[src/rtl/cpu_types_pkg.sv]
// cpu_types_pkg: shared word, RAM handshake and arbiter state types.
package cpu_types_pkg;
    typedef logic [31:0] word_t;
    typedef enum logic [1:0] {FREE, BUSY, ACCESS, ERROR} ramstate_t;
    typedef enum logic [2:0] {IDLE, IGRANT, DGRANT, HALTED, ERR} arbstate_t;
endpackage

[src/rtl/mem_arbiter_stats.sv]
// mem_arbiter_stats: free-running grant and stall counters, wrapping modulo 2^32.
module mem_arbiter_stats
    import cpu_types_pkg::*;
(
    input  logic  CLK,
    input  logic  RST,
    input  logic  ihit,
    input  logic  dhit,
    input  logic  req,
    output word_t igrant_cnt,
    output word_t dgrant_cnt,
    output word_t stall_cnt
);
    always_ff @(posedge CLK) begin
        if (RST) begin
            igrant_cnt <= '0;
            dgrant_cnt <= '0;
            stall_cnt  <= '0;
        end else begin
            igrant_cnt <= igrant_cnt + word_t'(ihit);
            dgrant_cnt <= dgrant_cnt + word_t'(dhit);
            stall_cnt  <= stall_cnt + word_t'(req && !(ihit || dhit));
        end
    end
endmodule

[src/rtl/mem_arbiter.sv]
// mem_arbiter: shares one RAM port between fetch and data with starvation bound, timeout and halt drain.
// Define MEM_ARBITER_STATS_EN to add igrant_cnt/dgrant_cnt/stall_cnt outputs.
module mem_arbiter
    import cpu_types_pkg::*;
#(
    parameter int STARVE_LIMIT = 4,
    parameter int TIMEOUT      = 255
) (
    input  logic      CLK,
    input  logic      RST,
    input  logic      iREN,
    input  word_t     iaddr,
    output logic      ihit,
    output word_t     iload,
    input  logic      dREN,
    input  logic      dWEN,
    input  word_t     daddr,
    input  word_t     dstore,
    output logic      dhit,
    output word_t     dload,
    input  logic      halt,
    output logic      ramREN,
    output logic      ramWEN,
    output word_t     ramaddr,
    output word_t     ramstore,
    input  word_t     ramload,
    input  ramstate_t ramstate,
    output logic      halted,
`ifdef MEM_ARBITER_STATS_EN
    output word_t     igrant_cnt,
    output word_t     dgrant_cnt,
    output word_t     stall_cnt,
`endif
    output logic      arb_err
);
    localparam int SW = $clog2(STARVE_LIMIT + 1);
    localparam int WW = $clog2(TIMEOUT + 1);
    localparam logic [SW-1:0] SMAX = SW'(STARVE_LIMIT);
    localparam logic [WW-1:0] WMAX = WW'(TIMEOUT);

    arbstate_t     state_q, state_d, arb_next;
    logic [SW-1:0] starve_q, starve_d;
    logic [WW-1:0] wait_q, wait_d;
    logic          data_req, ilive, dlive, live, granted, done, arb;

    always_ff @(posedge CLK) begin
        if (RST) begin
            state_q  <= IDLE;
            starve_q <= '0;
            wait_q   <= '0;
        end else begin
            state_q  <= state_d;
            starve_q <= starve_d;
            wait_q   <= wait_d;
        end
    end

    // A grant is "live" only while its requester still holds the request.
    always_comb begin
        data_req = dREN | dWEN;
        ilive    = state_q == IGRANT && iREN;
        dlive    = state_q == DGRANT && data_req;
        live     = ilive | dlive;
        granted  = state_q == IGRANT || state_q == DGRANT;
        done     = live && ramstate == ACCESS;
        arb      = state_q == IDLE || done;
        arb_next = halt ? HALTED : (data_req && starve_q < SMAX) ? DGRANT : iREN ? IGRANT : IDLE;
        state_d  = arb ? arb_next : !granted ? state_q : !live ? IDLE :
                   (ramstate == ERROR || wait_q >= WMAX) ? ERR : state_q;
        wait_d   = arb ? '0 : (granted && wait_q < WMAX) ? wait_q + WW'(1) : wait_q;
        starve_d = !iREN ? '0 : !arb ? starve_q : arb_next == IGRANT ? '0 :
                   (arb_next == DGRANT && starve_q < SMAX) ? starve_q + SW'(1) : starve_q;
    end

    always_comb begin
        ihit     = ilive && ramstate == ACCESS;
        dhit     = dlive && ramstate == ACCESS;
        iload    = ihit ? ramload : '0;
        dload    = dhit ? ramload : '0;
        ramREN   = ilive | (dlive & ~dWEN);
        ramWEN   = dlive & dWEN;
        ramaddr  = state_q == IGRANT ? iaddr : state_q == DGRANT ? daddr : '0;
        ramstore = state_q == DGRANT ? dstore : '0;
        halted   = state_q == HALTED;
        arb_err  = state_q == ERR;
    end

`ifdef MEM_ARBITER_STATS_EN
    mem_arbiter_stats u_stats (
        .CLK        (CLK),
        .RST        (RST),
        .ihit       (ihit),
        .dhit       (dhit),
        .req        (iREN | data_req),
        .igrant_cnt (igrant_cnt),
        .dgrant_cnt (dgrant_cnt),
        .stall_cnt  (stall_cnt)
    );
`endif
endmodule
[config.mk]
export PLATFORM = sky130hd
export DESIGN_NAME = mem_arbiter
export DESIGN_NICKNAME = d
export VERILOG_FILES = /design/src/rtl/cpu_types_pkg.sv /design/src/rtl/mem_arbiter_stats.sv /design/src/rtl/mem_arbiter.sv
export SDC_FILE = /design/constraint.sdc
export NUM_CORES = 1
export LEC_CHECK = 0
export ABC_AREA = 1
export BUFFER_PORTS_ARGS = -buffer_cell sky130_fd_sc_hd__buf_4
export CELL_PAD_IN_SITES_DETAIL_PLACEMENT = 0
export CELL_PAD_IN_SITES_GLOBAL_PLACEMENT = 2
export CORE_AREA = 2 2 132 134
export CTS_CLUSTER_DIAMETER = 120
export DETAILED_ROUTE_END_ITERATION = 10
export DIE_AREA = 0 0 134 136
export PLACE_DENSITY_LB_ADDON = 0.1
export REMOVE_ABC_BUFFERS = 1
export SKIP_CTS_REPAIR_TIMING = 1
export SYNTH_ARGS = -nofsm -noshare
export SYNTH_HDL_FRONTEND = slang
export SYNTH_SLANG_ARGS = --single-unit
export TNS_END_PERCENT = 30
[constraint.sdc]
create_clock -name CLK -period 1.8 [get_ports CLK]
set_input_delay 0 -clock CLK [delete_from_list [all_inputs] [get_ports CLK]]
set_output_delay 0 -clock CLK [all_outputs]
set_load 0.05 [all_outputs]
---- Yosys cells after proc, flatten, opt, wreduce, memory -nomap -nowiden ----
Cells that the tools add are included.
word-level totals
  logic and storage cells ................. 56
  output and inout bits ................... 134
  register bits after elaboration ......... 14
cells by class
  reductions and logical operators ........ 18
  equality and inequality tests ........... 9
  $add $sub $neg .......................... 2
  bitwise operators ....................... 7
  muxes and demuxes ....................... 14
  $lt $le $gt $ge ......................... 3
operators by type and width
  operator                                                                 number
  32-bit two-way mux                                                       5
  3-bit two-way mux                                                        6
  8-bit by 1-bit adder with 8-bit output, second input constant            1
  8-bit greater-or-equal comparator, second input constant                 1
  1-bit logical AND                                                        8
  8-bit < comparator, second input constant                                1
  2-bit == test, second input constant                                     3
  3-bit by 2-bit == test with 1-bit output, second input constant          2
  2-bit two-way mux                                                        2
  2-bit AND reduction                                                      2
  2-bit nonzero test                                                       2
  2-bit OR reduction                                                       2
  3-bit by 1-bit adder with 3-bit output, second input constant            1
  3-bit by 1-bit == test with 1-bit output, second input constant          1
  3-bit == test, second input constant                                     1
  3-bit zero test                                                          1
  1-bit logical OR                                                         3
  3-bit < comparator, second input constant                                1
  3-bit by 1-bit inequality test with 1-bit output, second input constant  1
  1-bit OR                                                                 3
  1-bit bitwise AND                                                        2
  2-bit by 1-bit == test with 1-bit output, second input constant          1
  1-bit NOT                                                                2
  1-bit two-way mux                                                        1

---- Depth between registers and ports, before layout ----
  depth in word-level cells ............... 8
  gate-level depth with buffers ........... 10
  gate-level depth less buffers ........... 10

---- Worst setup path before layout ----
Ideal clock, no wire load.
  kind .................................... register to output
  start point ............................. register state_q[1]
  end point ............................... output ramREN
  buffers on the path ..................... 0
  data arrival time ....................... 1.792 ns
  required time ........................... 1.800 ns
  slack ................................... 0.008 ns
  cell stages (with the launch flop) ...... 5
  cells stage by stage .................... dfxtp_1 -> inv_2 -> nor2_2 -> nand3_1 -> o21ai_0
on the way
  word-level cells in the longest chain between the ends .. 4
RTL lines
  item                                      line               source
  from (decl)                               mem_arbiter.sv:41  arbstate_t state_q, state_d, arb_next;
  from (signal assigned)                    mem_arbiter.sv:52  state_q <= state_d;
  3-bit by 2-bit == test with 1-bit output  mem_arbiter.sv:62  dlive = state_q == DGRANT && data_req;
  1-bit logical AND                         mem_arbiter.sv:62
  1-bit bitwise AND                         mem_arbiter.sv:80  ramREN = ilive | (dlive & ~dWEN);
  1-bit OR (*)                              mem_arbiter.sv:80
  to (decl)                                 mem_arbiter.sv:22  output logic ramREN,
Every way passes the cells marked *; elsewhere a longest branch is shown, timed or not.

---- Worst setup path after layout ----
  start point ............................. register state_q[0]
  end point ............................... output ramaddr[16]
on the way
  word-level cells in the longest chain between the ends .. 3
RTL lines
  item                                      line               source
  3-bit by 2-bit == test with 1-bit output  mem_arbiter.sv:82  ramaddr = state_q == IGRANT ? iaddr : state_q == DGRANT ? daddr : '0;
  32-bit two-way mux                        mem_arbiter.sv:82
  32-bit two-way mux (*)                    mem_arbiter.sv:82
  to (decl)                                 mem_arbiter.sv:24  output word_t ramaddr,
Marked as above.

==> flow_metrics.tcl <==
set metrics [dict create \
    grt_pass1_vias 2737 \
    cp-end-kind "primary output" \
    worstReg2RegEnd "wait_q[6]" \
    die_area_sq_um 18200 \
    tns_ns 0 \
    drive_gt1_share_pct 47.9 \
    avgSynthCellArea_sq_um 5.27 \
    setup.worst_path.start "state_q[0]" \
    powerDensity_nw_per_um2 873 \
    vias 3015 \
    criticalPathCategory "register to primary output" \
    grt_max_degree 34 \
    yosys.area_share.simple_pct 39.9 \
    r2r_start "wait_q[0]" \
    path_clk_slew_ns 0.05 \
    initial_core_util_pct 10.7 \
    cp.required_ns 1.80 \
    rsz0062_at_grt "yes" \
    clkLatencyLatePin_ns 0.24 \
    antenna_found_initial 0 \
    synth_cell_type_count 22 \
    grt-ovfl-total 0 \
    wl_met2_um 5930 \
    dr_wl_met3_um 968 \
    yosysSeqAreaShare_pct 15.5 \
    dp_slack_ns 0.258 \
    crit_chain "nand2_1 > nor2_2 > buf_6 > a22o_1 > buf_4" \
    worstRegToRegCells 10 \
    start_kind "register" \
    max_freq_mhz 583 \
    synth_xor_area_share_pct 0.967 \
    arrival_ns 1.72 \
    slew_headroom_pct 77.8 \
    cts-buffers-inserted 3 \
    clockBufferDepth 2 \
    slew_viol_final 0 \
    nNetsFinal 747 \
    status "finished clean" \
    timing.final.ws_setup_ns 0.0847 \
    finalInstanceArea_sq_um 4200 \
    root_buffer "clkbuf_16" \
    finalCriticalPeriod_ns 1.72 \
    synth_compound_area_share_pct 20.9 \
    vdd_drop_max_uv 411 \
    wl_met1_um 3870 \
    grt.total_usage_pct 10.6 \
    fp.dieW_um 134 \
    firstDrtPassIters 4 \
    io_pins 270 \
    htree_levels 1 \
    final.setup_skew_ns 0.00213 \
    finalHoldViolations 0 \
    top_layer "met4" \
    drc 0 \
    antenna_cells 0 \
    synth_top_family_by_area "simple AND/OR/NAND/NOR gates" \
    yosys-mux-area-fraction_pct 0 \
    dpl.hpwl_um 9090 \
    fin_crit_sh_pct 95.3 \
    maxCapViolCount 0 \
    power.total_mw 3.67 \
    min_path_type "input port to register" \
    drt_wl_total_um 10800 \
    synthAdderAreaFrac_pct 1.38 \
    crit_buf_inv 2 \
    cp_top_family "buffers and inverters" \
    viasPerCell 3.62 \
    die_height_um 136 \
    ff2ff_setup_slack_ns 0.30 \
    postPlaceCellArea_sq_um 4110 \
    core.rowCount 48 \
    hold_path_startpoint "halt" \
    numPortBuffers 269 \
    cts_tree "yes" \
    yosysWarnings 0 \
    endpoint "ramaddr[16]" \
    netlist_instances 344 \
    p_leak_nw 2.50 \
    netlist_area_sq_um 1810 \
    ys_ff_latch 14 \
    cp.depth 5 \
    grt_pass1_wl_um 15300 \
    gp_congestion 0.704 \
    crit_slowest_cell "dfxtp_1" \
    tightest_slew_ns 0.333 \
    cts.sinks 14 \
    critical_path.max_fanout 32 \
    core_region_area_sq_um 16900 \
    slowest_delay_ns 0.43 \
    drt-initial-drc-count 98 \
    syn_to_final_growth_pct 132 \
    finalSetupViolCount 0 \
    postRouteAntennaNets 0 \
    wl_per_cell_um 13.0 \
]
[routing by layer]
metal	up-vias	global-route usage, %
li1	1566	-
met2	142	21.1
met3	7	3.06
met5	-	0
met4	0	1.36
met1	1300	11.2
[synth_stat cells]
library cell	number	area [sq um]
nand3_1	9	45.0
nand2_2	3	18.8
clkbuf_1	10	37.5
nor3_4	1	16.3
inv_2	4	15.0
ha_1	2	25.0
buf_1	5	18.8
dfxtp_1	14	280
a21oi_1	14	70.1
nor2_2	2	12.5
nor3_1	3	15.0
nand3_2	3	30.0
nor2_1	106	398
xor2_1	2	17.5
o21ai_2	1	8.76
or2_0	1	6.26
o21ai_0	4	20.0
nand3b_1	3	22.5
a22o_1	32	280
nand4_1	2	12.5
inv_1	84	315
nand2_1	39	146
[sequential cells by signal (all words and copies together), names as in the netlist]
name      flops
starve_q      3
wait_q        8
state_q       3
[logic make-up after synthesis]
group                    after synthesis
AO/OA/AOI/OAI                         51
flip-flops                            14
buffers and inverters                103
XOR/XNOR                               2
adder cells (fa/ha/maj)                2
AND/OR/NAND/NOR                      172
[power breakdown]
part,internal [mW],total [mW],switching (mW)
clock network,0.291,0.419,0.128
logic,0.907,2.89,1.98
registers,0.335,0.367,0.0315
total,1.53,3.67,2.14
[cell type report]
| class | count | area, sq um |
|---|---|---|
| multi-input combinational | 227 | 1140 |
| timing repair buffer | 275 | 2090 |
| tap | 225 | 282 |
| sequential | 14 | 280 |
| clock buffer | 3 | 75.1 |
| fill | 1942 | 12700 |
| inverter | 88 | 330 |
[cells in the final DEF, fill, tap and decap left out, drive strengths merged]
cell type | synthesis | final
a21oi | 14 | 14
a22o | 32 | 32
buf | 5 | 274
clkbuf | 10 | 3
dfxtp | 14 | 14
dlygate4sd3 | 0 | 1
ha | 2 | 2
inv | 88 | 88
nand2 | 42 | 42
nand3 | 12 | 12
nand3b | 3 | 3
nand4 | 2 | 2
nor2 | 108 | 108
nor3 | 4 | 4
o21ai | 5 | 5
or2 | 1 | 1
xor2 | 2 | 2
[stage by stage]
| step | cells | hold WS [ns] | util [%] |
|---|---|---|---|
| after CTS | 831 | -0.0569 | 24.8 |
| final | 832 | 0.105 | 24.9 |
| after global routing | 832 | 0.136 | 24.9 |
| after detailed placement | 828 | 0.201 | 24.3 |
| after global placement | 828 | 0.197 | 24.3 |
| after floorplan | 329 | 0.0691 | - |
[worst min path at each step]
stage                       end  slack [ns]  cells after the start
detailed placement   state_q[0]        0.20                      2
global placement     state_q[0]        0.20                      2
finish              starve_q[2]        0.10                      4
global route        starve_q[2]        0.14                      4
CTS                  state_q[0]       -0.06                      2
floorplan            state_q[0]        0.07                      1
[worst reg2reg max path, cell delays in order (launching register included)]
cell and delay, ns:
dfxtp_1 0.38, ha_1 0.18, inv_1 0.07, nor2_1 0.17, nand2_1 0.11, nand2_2 0.17
inv_2 0.11, nand2_1 0.07, nand2_1 0.04, nand2_1 0.05, nor2_1 0.04
(Power assumes the default switching activity.)
